### config.mk
export PLATFORM = sky130hd
export DESIGN_NAME = alu_share_ctrl
export DESIGN_NICKNAME = d
export VERILOG_FILES = /design/src/rtl/alu_share_ctrl.sv
export SDC_FILE = /design/constraint.sdc
export NUM_CORES = 1
export LEC_CHECK = 0
export ABC_CLOCK_PERIOD_IN_PS = 1700
export CAP_MARGIN = 15
export CORE_AREA = 8 8 112 88
export CTS_BUF_LIST = sky130_fd_sc_hd__clkbuf_16
export DETAILED_ROUTE_END_ITERATION = 7
export DIE_AREA = 0 0 120 96
export DONT_BUFFER_PORTS = 1
export HOLD_SLACK_MARGIN = 0.02
export SYNTH_ARGS = -nofsm -noshare
export SYNTH_HDL_FRONTEND = slang
export SYNTH_SLANG_ARGS = --single-unit
### constraint.sdc
create_clock -name clk -period 1.7 [get_ports clk]
set_input_delay 0.34 -clock clk [delete_from_list [all_inputs] [get_ports clk]]
set_output_delay 0.34 -clock clk [all_outputs]
set_load 0.03 [all_outputs]
### src/rtl/alu_share_ctrl.sv
// Round-robin owner of a single shared ALU: grants one of two requesters, holds the
// ALU inputs in registers for the opcode's settle time, then hands back the result.
module alu_share_ctrl #(
    parameter int N          = 15,
    parameter int MUL_CYCLES = 3
) (
    input  logic       clk,
    input  logic       rst,
    input  logic       req0,
    input  logic [2:0] op0,
    input  logic [N:0] a0,
    input  logic [N:0] b0,
    output logic       gnt0,
    input  logic       req1,
    input  logic [2:0] op1,
    input  logic [N:0] a1,
    input  logic [N:0] b1,
    output logic       gnt1,
    output logic [N:0] alu_in0,
    output logic [N:0] alu_in1,
    output logic [2:0] alu_op,
    input  logic [N:0] alu_out,
    output logic [N:0] res,
    output logic       res_zero,
    output logic       res_id,
    output logic       res_valid,
    input  logic       res_ready,
    output logic       busy
);

    // Result handshake: res/res_id/res_zero are valid while res_valid is high and are
    // held until the edge where res_valid & res_ready, after which res_valid drops.
    localparam int CW = (MUL_CYCLES > 1) ? $clog2(MUL_CYCLES) : 1;

    localparam logic [1:0] S_IDLE = 2'd0;
    localparam logic [1:0] S_EXEC = 2'd1;
    localparam logic [1:0] S_DONE = 2'd2;

    logic [1:0]    state_q, state_d;
    logic [CW-1:0] cnt_q, cnt_d;
    logic          last_q, last_d;
    logic [N:0]    in0_q, in0_d;
    logic [N:0]    in1_q, in1_d;
    logic [2:0]    op_q, op_d;
    logic [N:0]    res_q, res_d;
    logic          zero_q, zero_d;
    logic          id_q, id_d;
    logic          valid_q, valid_d;
    logic [2:0]    sel_op;

    // Grants are only offered from IDLE; on a tie the requester not served last wins.
    always_comb begin
        gnt0 = 1'b0;
        gnt1 = 1'b0;
        if (rst && state_q == S_IDLE) begin
            if (req0 && req1) begin
                gnt0 = last_q;
                gnt1 = !last_q;
            end else begin
                gnt0 = req0;
                gnt1 = req1;
            end
        end
    end

    assign sel_op = gnt1 ? op1 : op0;

    always_comb begin
        state_d = state_q;
        cnt_d   = cnt_q;
        last_d  = last_q;
        in0_d   = in0_q;
        in1_d   = in1_q;
        op_d    = op_q;
        res_d   = res_q;
        zero_d  = zero_q;
        id_d    = id_q;
        valid_d = valid_q;
        case (state_q)
            S_IDLE: begin
                if (gnt0 || gnt1) begin
                    op_d    = sel_op;
                    in0_d   = gnt1 ? a1 : a0;
                    in1_d   = gnt1 ? b1 : b0;
                    id_d    = gnt1;
                    last_d  = gnt1;
                    cnt_d   = (sel_op == 3'b111) ? CW'(MUL_CYCLES - 1) : '0;
                    state_d = S_EXEC;
                end
            end
            S_EXEC: begin
                if (cnt_q != '0) begin
                    cnt_d = cnt_q - CW'(1);
                end else begin
                    res_d   = alu_out;
                    zero_d  = (alu_out == '0);
                    valid_d = 1'b1;
                    state_d = S_DONE;
                end
            end
            S_DONE: begin
                if (res_ready) begin
                    valid_d = 1'b0;
                    state_d = S_IDLE;
                end
            end
            default: state_d = S_IDLE;
        endcase
    end

    // last_q resets to 1 so requester 0 wins the first contest.
    always_ff @(posedge clk or negedge rst) begin
        if (!rst) begin
            state_q <= S_IDLE;
            cnt_q   <= '0;
            last_q  <= 1'b1;
            in0_q   <= '0;
            in1_q   <= '0;
            op_q    <= 3'b000;
            res_q   <= '0;
            zero_q  <= 1'b0;
            id_q    <= 1'b0;
            valid_q <= 1'b0;
        end else begin
            state_q <= state_d;
            cnt_q   <= cnt_d;
            last_q  <= last_d;
            in0_q   <= in0_d;
            in1_q   <= in1_d;
            op_q    <= op_d;
            res_q   <= res_d;
            zero_q  <= zero_d;
            id_q    <= id_d;
            valid_q <= valid_d;
        end
    end

    assign alu_in0   = in0_q;
    assign alu_in1   = in1_q;
    assign alu_op    = op_q;
    assign res       = res_q;
    assign res_zero  = zero_q;
    assign res_id    = id_q;
    assign res_valid = valid_q;
    assign busy      = (state_q == S_EXEC) || (state_q == S_DONE);

endmodule
# Yosys cells after proc, flatten, opt, wreduce, memory -nomap -nowiden
# Cells that the tools add are included.
[op_classes]
n_mux = 18
bitwise_logic = 1
reduce_logical = 15
addsub = 1
eq_ne = 7
[ops]
columns = ["operator", "n"]
rows = [
  ["16-bit two-way mux", 2],
  ["16-bit logical NOT", 1],
  ["2-bit two-way mux", 6],
  ["3-bit AND reduction", 3],
  ["1-bit two-way mux", 6],
  ["2-bit inequality test (second input constant)", 3],
  ["2-bit one-hot mux with 3 select lines", 1],
  ["2-bit nonzero test", 3],
  ["2-bit one-hot mux with 2 select lines", 1],
  ["2-bit AND reduction", 2],
  ["3-bit == test (second input constant)", 1],
  ["3-bit two-way mux", 1],
  ["2-bit by 1-bit == test with 1-bit output (second input constant)", 1],
  ["2-bit == test (second input constant)", 1],
  ["1-bit logical AND", 2],
  ["2-bit logical NOT", 1],
  ["1-bit logical OR", 2],
  ["2-bit by 1-bit inequality test with 1-bit output (second input constant)", 1],
  ["1-bit one-hot mux with 2 select lines", 1],
  ["2-bit by 1-bit subtractor with 2-bit output (second input constant)", 1],
  ["1-bit logical NOT", 1],
  ["1-bit NOT", 1],
]
[word_totals]
wordCells = 52
output_inout_bits = 57
register_bits = 59
input_bits = 91

# Longest topological paths before layout
[logic_depth]
ltp_word = 8
mapped_depth = 8
depth_no_buf = 7

# Least setup slack after synthesis
# OpenSTA, ideal clock, no wires.
[synth_path]
path_type = "register -> output"
from = "reg state_q[0]"
to = "out gnt0"
t_arrival_ps = 1449
t_required_ps = 1360
slack_ps = -89
path_buffers = 0
path_stages_with_launch = 6
path_cell_list = "dfrtp_1 inv_1 ha_1 and2_1 nand2_1 a21oi_1"
[synth_between]
elab_chain_cells = 3
[synth_lines]
columns = ["element", "line", "source"]
rows = [
  ["start: declaration", "39", "logic [1:0] state_q, state_d;"],
  ["start signal: assignment", "125", "state_q <= state_d;"],
  ["2-bit logical NOT", "55", "if (rst && state_q == S_IDLE) begin"],
  ["1-bit logical AND", "55", ""],
  ["1-bit two-way mux", "55", ""],
  ["end: declaration", "13", "output logic gnt0,"],
]
# Every way passes these cells.

# Worst setup path after layout
# Same ends and word-level chain as after synthesis.

==> reports/qor.yml <==
start_util_pct: 33.5
post-place-cells: 387
setup_viol: 2
path_clk_slew_ns: 0.05
p_leak_uw: 0.00152
dpl-instance-area_mm2: 0.00287
cts_tree: "done"
tightest_slew_ns: 0.435
p_comb_share_pct: 27.8
synthMuxAreaShare_pct: 7.40
cts_root_buf: "clkbuf_16"
hold_viol: 59
fin_skew_ns: 0.00761
synth_cells: 285
post-synth-top-area-cell: "dfrtp_1"
grt_pass1_wl_mm: 12.0
violations: "negative hold slack, negative setup slack"
num_rows: 29
switching_share_pct: 44.6
clockBufferDepth: 2
clock_sinks: 59
rsz0062_at_grt: "yes"
final.min_clock_period_ns: 1.75
cp-end-kind: "output port"
synth_compound_area_share_pct: 16.9
ys_ff_latch: 59
die_height_um: 96
synth_fp_nets: 382
peakVddDrop_mv: 0.922
vias: 2156
criticalPathCategory: "reg -> out"
finalHoldWorstSlack_ns: -0.288
synth_fa_ha_area_share_pct: 2.74
start_kind: "flop"
hpwlAfterDp_mm: 5.71
htree_num_levels: 3
p_int_uw: 4460
synth_top_area_share_pct: 53.0
postRouteAntennaNets: 0
die_w_um: 120
wl_per_cell_um: 19.4
area_delta_synth_final_pct: 24.8
drc: 0
final_nets: 395
p_per_area_mw_per_mm2: 2360
cp_max_fo: 2
fin_area_mm2: 0.00342
synth_top_family_by_area: "compound AO/OA/AOI/OAI gates"
drv_slew: 0
required_ns: 1.36
final_cells: 411
crit_arrival_ns: 1.41
min_period_over_period_pct: 103
grt_usage_pct: 13.5
p_sw_uw: 3600
synthSimpleGateAreaFrac_pct: 14.4
antenna_found_initial: 0
power_frac_seq_pct: 48.7
synth_area_mm2: 0.00274
core_mm2: 0.00816
max_slew_margin_pct: 70.9
final.setup.worst_slack_ns: -0.0477
clock_power_share_pct: 23.4
wl_mm: 7.98
io_pins: 148
dieArea_mm2: 0.0115
synth_area_leaders: "dfrtp_1 (53%), a21oi_1 (13%), mux2_2 (6.6%)"
overflow: 0
drtIter0Drc: 63
grt_pass1_vias: 2158
cap_violations: 0
grt_max_degree: 63
numCtsBuffers: 9
status: "finished, violations left"
ys_seq_area_share_pct: 54.0
synthXorXnorAreaFrac_pct: 0
numPortBuffers: 0
insertedDiodeCount: 0
layout-drive-gt1-share_pct: 25.4
viasPerCell: 5.25
synth.avg_cell_area_um2: 9.61
yosysUniqueCellTypes: 30
ys_warn_count: 0
fmax_mhz: 572
firstDrtPassIters: 4
hold_class: "in -> async"
clk_latency_ns: 0.32
place.gp.congestion: 0.740
-- registers in the layout, indices dropped and copies added (netlist names) --
signal	count
alu_in1	16
res_valid	1
cnt_q	2
last_q	1
alu_op	3
res_zero	1
res_id	1
state_q	2
res	16
alu_in0	16
-- Yosys cell counts, drive strengths merged --
cell type,number
o21ai,6
nor4,4
a21oi,73
mux2,18
a211oi,2
o211ai,1
clkinv,1
and2,2
nand4,2
nor2b,1
nand3b,1
inv,6
dfstp,1
o211a,1
buf,15
clkbuf,1
nor2,37
dfrtp,58
nand2,43
nand3,3
ha,6
a41oi,1
nand2b,1
o311ai,1
-- what timing repair did --
action	4_1_cts	5_1_grt
gates cloned	2	0
hold endpoints to repair	59	59
setup endpoints to repair	4	43
setup buffers	5	1
pin swaps	2	9
resized for setup	8	25
-- routing by layer --
layer / share of wire, % / vias up / global-route usage, %
met5: 0 / - / 0
met4: 1.3 / 0 / 6.32
met3: 15 / 10 / 8.38
met2: 42 / 126 / 19.0
li1: - / 1004 / -
met1: 41 / 1016 / 16.1
-- worst paths after layout --
path	slack, ns	cells after the start	startpoint	to
setup / recovery	-0.05	6	state_q[0]	gnt0
hold / removal	-0.29	0	rst	alu_in0[3]
hold reg to reg	0.53	2	last_q	last_q
min in group clk	0.14	2	a0[1]	alu_in0[1]
max in group asynchronous	1.81	0	rst	last_q
setup reg to reg	0	7	state_q[0]	state_q[1]
-- through the flow --
| stage | total power [uW] | TNS, ns | hold WS (ns) | setup slack (ns) | utilization (%) |
|---|---|---|---|---|---|
| floorplan | 5300 | 0 | 0.0444 | 0.0362 | - |
| global placement | 5760 | 0 | 0.0462 | 0.0186 | 35.2 |
| detailed placement | 5850 | -0.0758 | 0.0463 | -0.0445 | 35.2 |
| CTS | 7990 | -0.0889 | -0.306 | -0.0493 | 40.5 |
| global route | 8520 | -0.342 | -0.309 | -0.116 | 41.9 |
| finish | 8060 | -0.0779 | -0.288 | -0.0477 | 41.9 |
-- area by class of cell --
type                    count  area [um2]
clock inverters             7        85.1
fillers                   803        4750
flip-flops and latches     59        1480
repair buffers             18         218
multi-input cells         203        1240
well taps                 108         135
inverters                   7        31.3
clock buffers               9         225
-- kinds of logic (layout without fill, tap and decap cells) --
kind of cell | count (synthesis) | after routing
adder cells (fa/ha/maj) | 6 | 6
AO/OA/AOI/OAI | 85 | 85
AND/OR/NAND/NOR | 94 | 94
multiplexers | 18 | 18
buffers and inverters | 23 | 41
flip-flops | 59 | 59
-- power by group through the flow --
stage	Combinational [uW]	Clock [uW]	Sequential, uW
after CTS	2090	1950	3940
after global routing	2490	2000	4020
final	2240	1890	3930
after global placement	1790	0	3960
after floorplan	1540	0	3750
after detailed placement	1890	0	3960
-- worst max-delay path, cell delays in order (launching register included) --
cell,delay [ns]
dfrtp_1,0.39
inv_2,0.09
ha_4,0.13
and2_4,0.15
nand2_2,0.05
a21oi_2,0.12
buf_6,0.15
-- cell usage in the layout, fill, tap and decap left out --
cell and instances:
and2_4 2, o21ai_0 6, a21oi_2 10, o311ai_0 1, nor4_1 4, mux2_2 16, dfrtp_1 58, bufinv_16 2
inv_2 2, nand3b_1 1, a21oi_1 60, a41oi_1 1, o211a_1 1, nand3_1 2, bufbuf_16 1, ha_1 4
dfstp_2 1, nor2b_2 1, buf_4 12, mux2_4 2, buf_6 2, clkinvlp_4 1, nand2_1 41, inv_1 6
nand3_4 1, a211oi_4 1, nand4_1 2, a21oi_4 3, ha_4 1, o211ai_1 1, clkbuf_16 10, nand2b_1 1
ha_2 1, nor2_1 37, nand2_2 2, buf_12 1, buf_16 1, clkinv_2 2, clkinv_4 1, a211oi_2 1
(Power assumes the default switching activity.)
